$ cat config.mk
export PLATFORM = sky130hd
export DESIGN_NAME = vend_controller
export DESIGN_NICKNAME = d
export VERILOG_FILES = /design/src/rtl/vend_controller.sv
export SDC_FILE = /design/constraint.sdc
export NUM_CORES = 1
export LEC_CHECK = 0
export BUFFER_PORTS_ARGS = -buffer_cell sky130_fd_sc_hd__buf_2
export CAP_MARGIN = 40
export CORE_AREA = 2 2 112 114
export DETAILED_ROUTE_END_ITERATION = 10
export DIE_AREA = 0 0 114 116
export GPL_TIMING_DRIVEN = 0
export PLACE_DENSITY_LB_ADDON = 0.15
export SYNTH_ARGS = -nofsm -noshare
export SYNTH_HDL_FRONTEND = slang
export SYNTH_SLANG_ARGS = --single-unit
$ cat constraint.sdc
create_clock -name clk -period 4.7 [get_ports clk]
set_input_delay 0.235 -clock clk [delete_from_list [all_inputs] [get_ports clk]]
set_output_delay 0.235 -clock clk [all_outputs]
set_load 0.005 [all_outputs]
$ cat src/rtl/vend_controller.sv
// Vending machine sequencer: keypad selection, price/stock check, coin credit,
// dispense, and greedy change/refund one coin per cycle.
module vend_controller #(
  parameter int unsigned TIMEOUT_CYCLES = 100000000,
  parameter logic [39:0] INIT_INV       = 40'hFF_FFFF_FFFF
) (
  input  logic        clk,
  input  logic        rst_n,
  input  logic        key_valid,
  input  logic [3:0]  key_digit,
  input  logic        key_cancel,
  input  logic        coin_valid,
  input  logic [1:0]  coin_type,
  input  logic        restock,
  input  logic [10:0] price_in,
  output logic [3:0]  sel1,
  output logic [3:0]  sel2,
  output logic [3:0]  sel3,
  output logic [39:0] inventory,
  output logic [10:0] credit,
  output logic        coin_reject,
  output logic        dispense_valid,
  output logic [5:0]  dispense_idx,
  output logic        change_valid,
  output logic [1:0]  change_coin,
  output logic        err_valid,
  output logic [1:0]  err_code
);

  localparam int unsigned CNT_W = (TIMEOUT_CYCLES > 2) ? $clog2(TIMEOUT_CYCLES) : 1;
  localparam logic [CNT_W-1:0] TO_LAST = CNT_W'(TIMEOUT_CYCLES - 1);

  typedef enum logic [2:0] {
    S_IDLE, S_KEY2, S_KEY3, S_LOOKUP, S_PAY, S_VEND, S_CHANGE
  } state_t;

  state_t           state, state_n;
  logic [3:0]       sel1_n, sel2_n, sel3_n;
  logic [39:0]      inv_n;
  logic [10:0]      credit_n;
  logic [9:0]       price, price_n;
  logic [CNT_W-1:0] tcnt, tcnt_n;
  logic             rej_n, disp_n, chg_n, err_n;
  logic [5:0]       idx_n, slot_idx;
  logic [1:0]       coin_n, code_n;
  logic [10:0]      coin_val;
  logic             timeout, abort, timed_state;

  // sel1 is always 1 on this machine, so only (sel2, sel3) pick the slot
  always_comb begin
    case (sel2)
      4'd4:    slot_idx = 6'd20 + {2'b00, sel3};
      4'd6:    slot_idx = 6'd35 + {2'b00, sel3};
      default: slot_idx = ({2'b00, sel2} * 6'd5) + {3'b000, sel3[3:1]};
    endcase
  end

  always_comb begin
    case (coin_type)
      2'b00:   coin_val = 11'd5;
      2'b01:   coin_val = 11'd10;
      2'b10:   coin_val = 11'd25;
      default: coin_val = 11'd100;
    endcase
  end

  assign timed_state = (state == S_KEY2) || (state == S_KEY3) || (state == S_PAY);
  assign timeout     = timed_state && (tcnt == TO_LAST);
  assign abort       = key_cancel || timeout;

  always_comb begin
    state_n  = state;
    sel1_n   = sel1;
    sel2_n   = sel2;
    sel3_n   = sel3;
    inv_n    = inventory;
    credit_n = credit;
    price_n  = price;
    rej_n    = 1'b0;
    disp_n   = 1'b0;
    chg_n    = 1'b0;
    err_n    = 1'b0;
    idx_n    = dispense_idx;
    coin_n   = change_coin;
    code_n   = err_code;

    if (coin_valid && state != S_PAY) rej_n = 1'b1;

    case (state)
      S_IDLE: begin
        if (key_valid) begin
          sel1_n  = key_digit;
          state_n = S_KEY2;
        end
        if (restock) inv_n = INIT_INV;
      end
      S_KEY2: begin
        if (abort) begin
          err_n = 1'b1; code_n = 2'b11; state_n = S_CHANGE;
        end else if (key_valid) begin
          sel2_n = key_digit; state_n = S_KEY3;
        end
      end
      S_KEY3: begin
        if (abort) begin
          err_n = 1'b1; code_n = 2'b11; state_n = S_CHANGE;
        end else if (key_valid) begin
          sel3_n = key_digit; state_n = S_LOOKUP;
        end
      end
      S_LOOKUP: begin
        if (price_in[9:0] == 10'd0) begin
          err_n = 1'b1; code_n = 2'b01; state_n = S_IDLE;
        end else if (!price_in[10]) begin
          err_n = 1'b1; code_n = 2'b10; state_n = S_IDLE;
        end else begin
          price_n = price_in[9:0]; state_n = S_PAY;
        end
      end
      S_PAY: begin
        // a coin landing with a cancel is still credited, then refunded in CHANGE
        if (coin_valid) credit_n = credit + coin_val;
        if (abort) begin
          err_n = 1'b1; code_n = 2'b11; state_n = S_CHANGE;
        end else if (credit >= {1'b0, price}) begin
          state_n = S_VEND;
        end
      end
      S_VEND: begin
        disp_n   = 1'b1;
        idx_n    = slot_idx;
        if (slot_idx < 6'd40) inv_n[slot_idx] = 1'b0;
        credit_n = credit - {1'b0, price};
        state_n  = S_CHANGE;
      end
      S_CHANGE: begin
        if (credit != 11'd0) begin
          chg_n = 1'b1;
          if (credit >= 11'd25) begin
            coin_n = 2'b10; credit_n = credit - 11'd25;
          end else if (credit >= 11'd10) begin
            coin_n = 2'b01; credit_n = credit - 11'd10;
          end else begin
            coin_n = 2'b00; credit_n = credit - 11'd5;
          end
        end else begin
          state_n = S_IDLE;
        end
      end
      default: state_n = S_IDLE;
    endcase

    if (state_n != state || key_valid || key_cancel || coin_valid || !timed_state)
      tcnt_n = '0;
    else
      tcnt_n = tcnt + 1'b1;
  end

  always_ff @(posedge clk or negedge rst_n) begin
    if (!rst_n) begin
      state          <= S_IDLE;
      sel1           <= '0;
      sel2           <= '0;
      sel3           <= '0;
      inventory      <= INIT_INV;
      credit         <= '0;
      price          <= '0;
      tcnt           <= '0;
      coin_reject    <= 1'b0;
      dispense_valid <= 1'b0;
      dispense_idx   <= '0;
      change_valid   <= 1'b0;
      change_coin    <= '0;
      err_valid      <= 1'b0;
      err_code       <= '0;
    end else begin
      state          <= state_n;
      sel1           <= sel1_n;
      sel2           <= sel2_n;
      sel3           <= sel3_n;
      inventory      <= inv_n;
      credit         <= credit_n;
      price          <= price_n;
      tcnt           <= tcnt_n;
      coin_reject    <= rej_n;
      dispense_valid <= disp_n;
      dispense_idx   <= idx_n;
      change_valid   <= chg_n;
      change_coin    <= coin_n;
      err_valid      <= err_n;
      err_code       <= code_n;
    end
  end

endmodule

==> impl_metrics.ini <==
[floorplanning]
boundaryPins = 100
floorplan.core_area_sq_um = 11900
fp.dieH_microns = 116
starting_utilization_of_the_core_area = 0.621
num_rows = 40
floorplan.die_area_sq_um = 13200
floorplan.die.width_microns = 114

[clock_tree]
cts.clk_slew.worst_paths_ns = 0.05
clock_sinks = 117
clk_root_buffer_cell = sky130_fd_sc_hd__clkbuf_16
worst_skew_pair.late_latency_ns = 0.43
tritoncts = built
numCtsBuffers = 17
cts-resized-gates = 0
htree_num_levels = 4
clockBufferDepth = 2

[grt]
grt_use_total = 0.317
grt_first_pass_wirelength_microns = 32800
grt_antenna_before_repair = 0
first_global_vias = 6568
grt_start_max_net_pins = 63
grt_overflow = 0

[sta]
grt_setup_unrepaired = false
setup_viol = 0
worst_case_clock_skew_ns = 0.00626
clock.fmax_mhz = 277
hold_viol = 0
post-route-min-period_ns = 3.61
tightestPinTransition_ns = 0.988
postLayoutSetupSlackWorst_ns = 1.09
final.setup.tns_ns = 0
slew_headroom = 0.336
maxSlewViolCount = 0
fin_crit_share = 0.767

[detailed_routing]
post_drt_wl_per_cell_microns = 18.9
via_count_normalized_by_instance_count = 6.21
drt_drc_violations_left = 0
detail_route.wirelength_microns = 20200
drt_pass1_iterations = 6
drt.antenna.violating_nets = 0
route.vias.total = 6615
drt-initial-drc-count = 610

[synth]
syn_area_sq_um = 7400
ys_async_sr_fraction = 1.00
synth_most_common_cell = sky130_fd_sc_hd__nor2_1
synthFlopType = sky130_fd_sc_hd__dfrtp_1
proportion_of_netlist_area_held_by_the_largest_area_contributor = 0.260
synthAdderAreaFrac = 0.0791
avgSynthCellArea_sq_um = 9.44
synth_edf_count = 0
post_synth_main_area_contributors = sky130_fd_sc_hd__dfrtp_1, sky130_fd_sc_hd__dfstp_2, sky130_fd_sc_hd__ha_1, sky130_fd_sc_hd__nor2_1, sky130_fd_sc_hd__a21oi_1
synth_xor_xnor_area_share = 0.0497
ys_seq_elements = 117
yosysTopAreaCell = sky130_fd_sc_hd__dfrtp_1
synthesized_nets = 852
synth-warning-count = 0
synth_mux_area_frac = 0.0296
yosys.area_share.simple = 0.184
synth_common_cells = sky130_fd_sc_hd__nor2_1, sky130_fd_sc_hd__dfrtp_1, sky130_fd_sc_hd__a21oi_1
largest_family_of_logic_cells_by_synthesized_area = compound AO/OA/AOI/OAI gates
synth.lib_cells_used.distinct = 81
syn_inst = 784
synth_seq_area_share = 0.402
synth-compound-area-share = 0.209

[pwr]
power_frac_clock = 0.215
irDropWorstVdd_v = 0.000283
power_mw = 6.57
netSwitchingFraction = 0.448
internal_power_summed_over_all_cells_mw = 3.63
p_comb_frac = 0.517
power_density_nw_per_um2 = 748
power.sequential.fraction = 0.268
p_sw_mw = 2.94
leakagePower_nw = 3.79

[setup_path]
setup.worst_path.end_class = register
path_max_fanout = 8
setup.worst_path.start_class = register
critical_path_arrival_ns = 3.91
timing_worst_setup_path_type = register to register
worst-endpoint-required_ns = 5.01

[cells_and_area]
syn2layout_area_growth_pct = 18.6
insertedDiodeCount = 0
final_cell_area_sq_um = 8780
layout-drive-gt1-share = 0.257
final_util = 0.737
num-fill-cells = 885
nets = 974

[hold_path]
hold_crit_class = input port to register

[place]
dp_worst_setup_slack_ns = 1.24
postPlaceCellArea_sq_um = 8120
placement.io_buffers = 99
detailedPlacementHpwl_microns = 14400
routabilityCongestion = 0.920

[run_status]
status = finished, final reports clean

[flow_run]
cap_violations = 0
## power groups by stage
| stage | Combinational, mW | Sequential (mW) | Clock (mW) |
|---|---|---|---|
| 3_5_place_dp | 3.28 | 1.76 | 0 |
| 4_1_cts | 3.35 | 1.75 | 1.41 |
| 5_1_grt | 3.75 | 1.80 | 1.46 |
| 2_1_floorplan | 2.28 | 1.70 | 0 |
| 3_3_place_gp | 3.20 | 1.74 | 0 |
| 6_report | 3.39 | 1.76 | 1.41 |
## layout make-up
cell class              count  area (sq um)  area share
multi-input cells         593          4080       0.465
flip-flops and latches    117          2980       0.339
repair buffers            103           551      0.0627
clock buffers              21           470      0.0536
plain buffers              35           191      0.0218
well taps                 147           184      0.0210
clock inverters            11           173      0.0197
inverters                  39           146      0.0167
## routing by layer
layer	wire length [microns]	track usage	vias up
met5	0	0	-
met4	439	0.118	0
met3	1500	0.0774	39
met2	9670	0.527	284
met1	8580	0.405	3187
li1	-	-	3105
## timing repair
item,in CTS,in global routing
hold buffers,1,0
buffers inserted,0,0
endpoints found under the hold margin,27,0
## worst max-delay path, stage by stage, from the launching register on
cell and delay, ns:
sky130_fd_sc_hd__dfrtp_1 0.45, sky130_fd_sc_hd__ha_1 0.33, sky130_fd_sc_hd__ha_1 0.34, sky130_fd_sc_hd__fa_1 0.48, sky130_fd_sc_hd__a21o_1 0.18, sky130_fd_sc_hd__a21oi_1 0.21, sky130_fd_sc_hd__xnor2_1 0.13, sky130_fd_sc_hd__o21a_1 0.26
sky130_fd_sc_hd__nor4_2 0.87, sky130_fd_sc_hd__a41oi_1 0.23
## metrics by stage
stage,hold slack [ns],instances
2_1_floorplan,-0.0606,784
3_3_place_gp,0.450,1030
3_5_place_dp,0.364,1033
4_1_cts,0.0234,1066
5_1_grt,0.0494,1066
6_report,0.0321,1066
## final timing paths
kind                                startpoint                         to  slack [ns]  cells past startpoint
max                        sel2[0]$_DFFE_PN0P_  inventory[19]$_DFFE_PN1P_        1.09                      9
min                                price_in[3]       price[3]$_DFFE_PN0P_        0.03                      3
max reg2reg                sel2[0]$_DFFE_PN0P_  inventory[19]$_DFFE_PN1P_        1.09                      9
min reg2reg                  tcnt[0]$_DFF_PN0_          tcnt[0]$_DFF_PN0_        0.48                      1
max in group asynchronous                rst_n  inventory[31]$_DFFE_PN1P_        3.46                      3
min in group asynchronous                rst_n       price[3]$_DFFE_PN0P_        0.46                      2
## kinds of logic after synthesis
group | count (synthesis)
multiplexers | 20
buffers and inverters | 74
AND/OR/NAND/NOR | 269
flip-flops | 117
XOR/XNOR | 42
adder cells (fa/ha/maj) | 45
AO/OA/AOI/OAI | 217
## cells in the final DEF, fill, tap and decap left out, drive strengths merged, types with 15 or more instances in the layout
cell type	synthesis	final
a211oi	32	32
a21oi	57	57
buf	9	110
clkbuf	26	47
dfrtp	77	77
dfstp	40	40
ha	42	42
inv	39	40
mux2	15	15
nand2	53	53
nand3	24	24
nor2	90	90
nor3	19	19
o21ai	42	42
xnor2	20	20
xor2	22	22
## sequential cells by signal (all words and copies together) (netlist names), 2 cells and up
name and count:
inventory 40, sel3 4, price 10, err_code 2, dispense_idx 6, sel2 4
credit 11, change_coin 2, state 3, tcnt 27, sel1 4
Note: power is estimated with default switching activity, not from simulation.
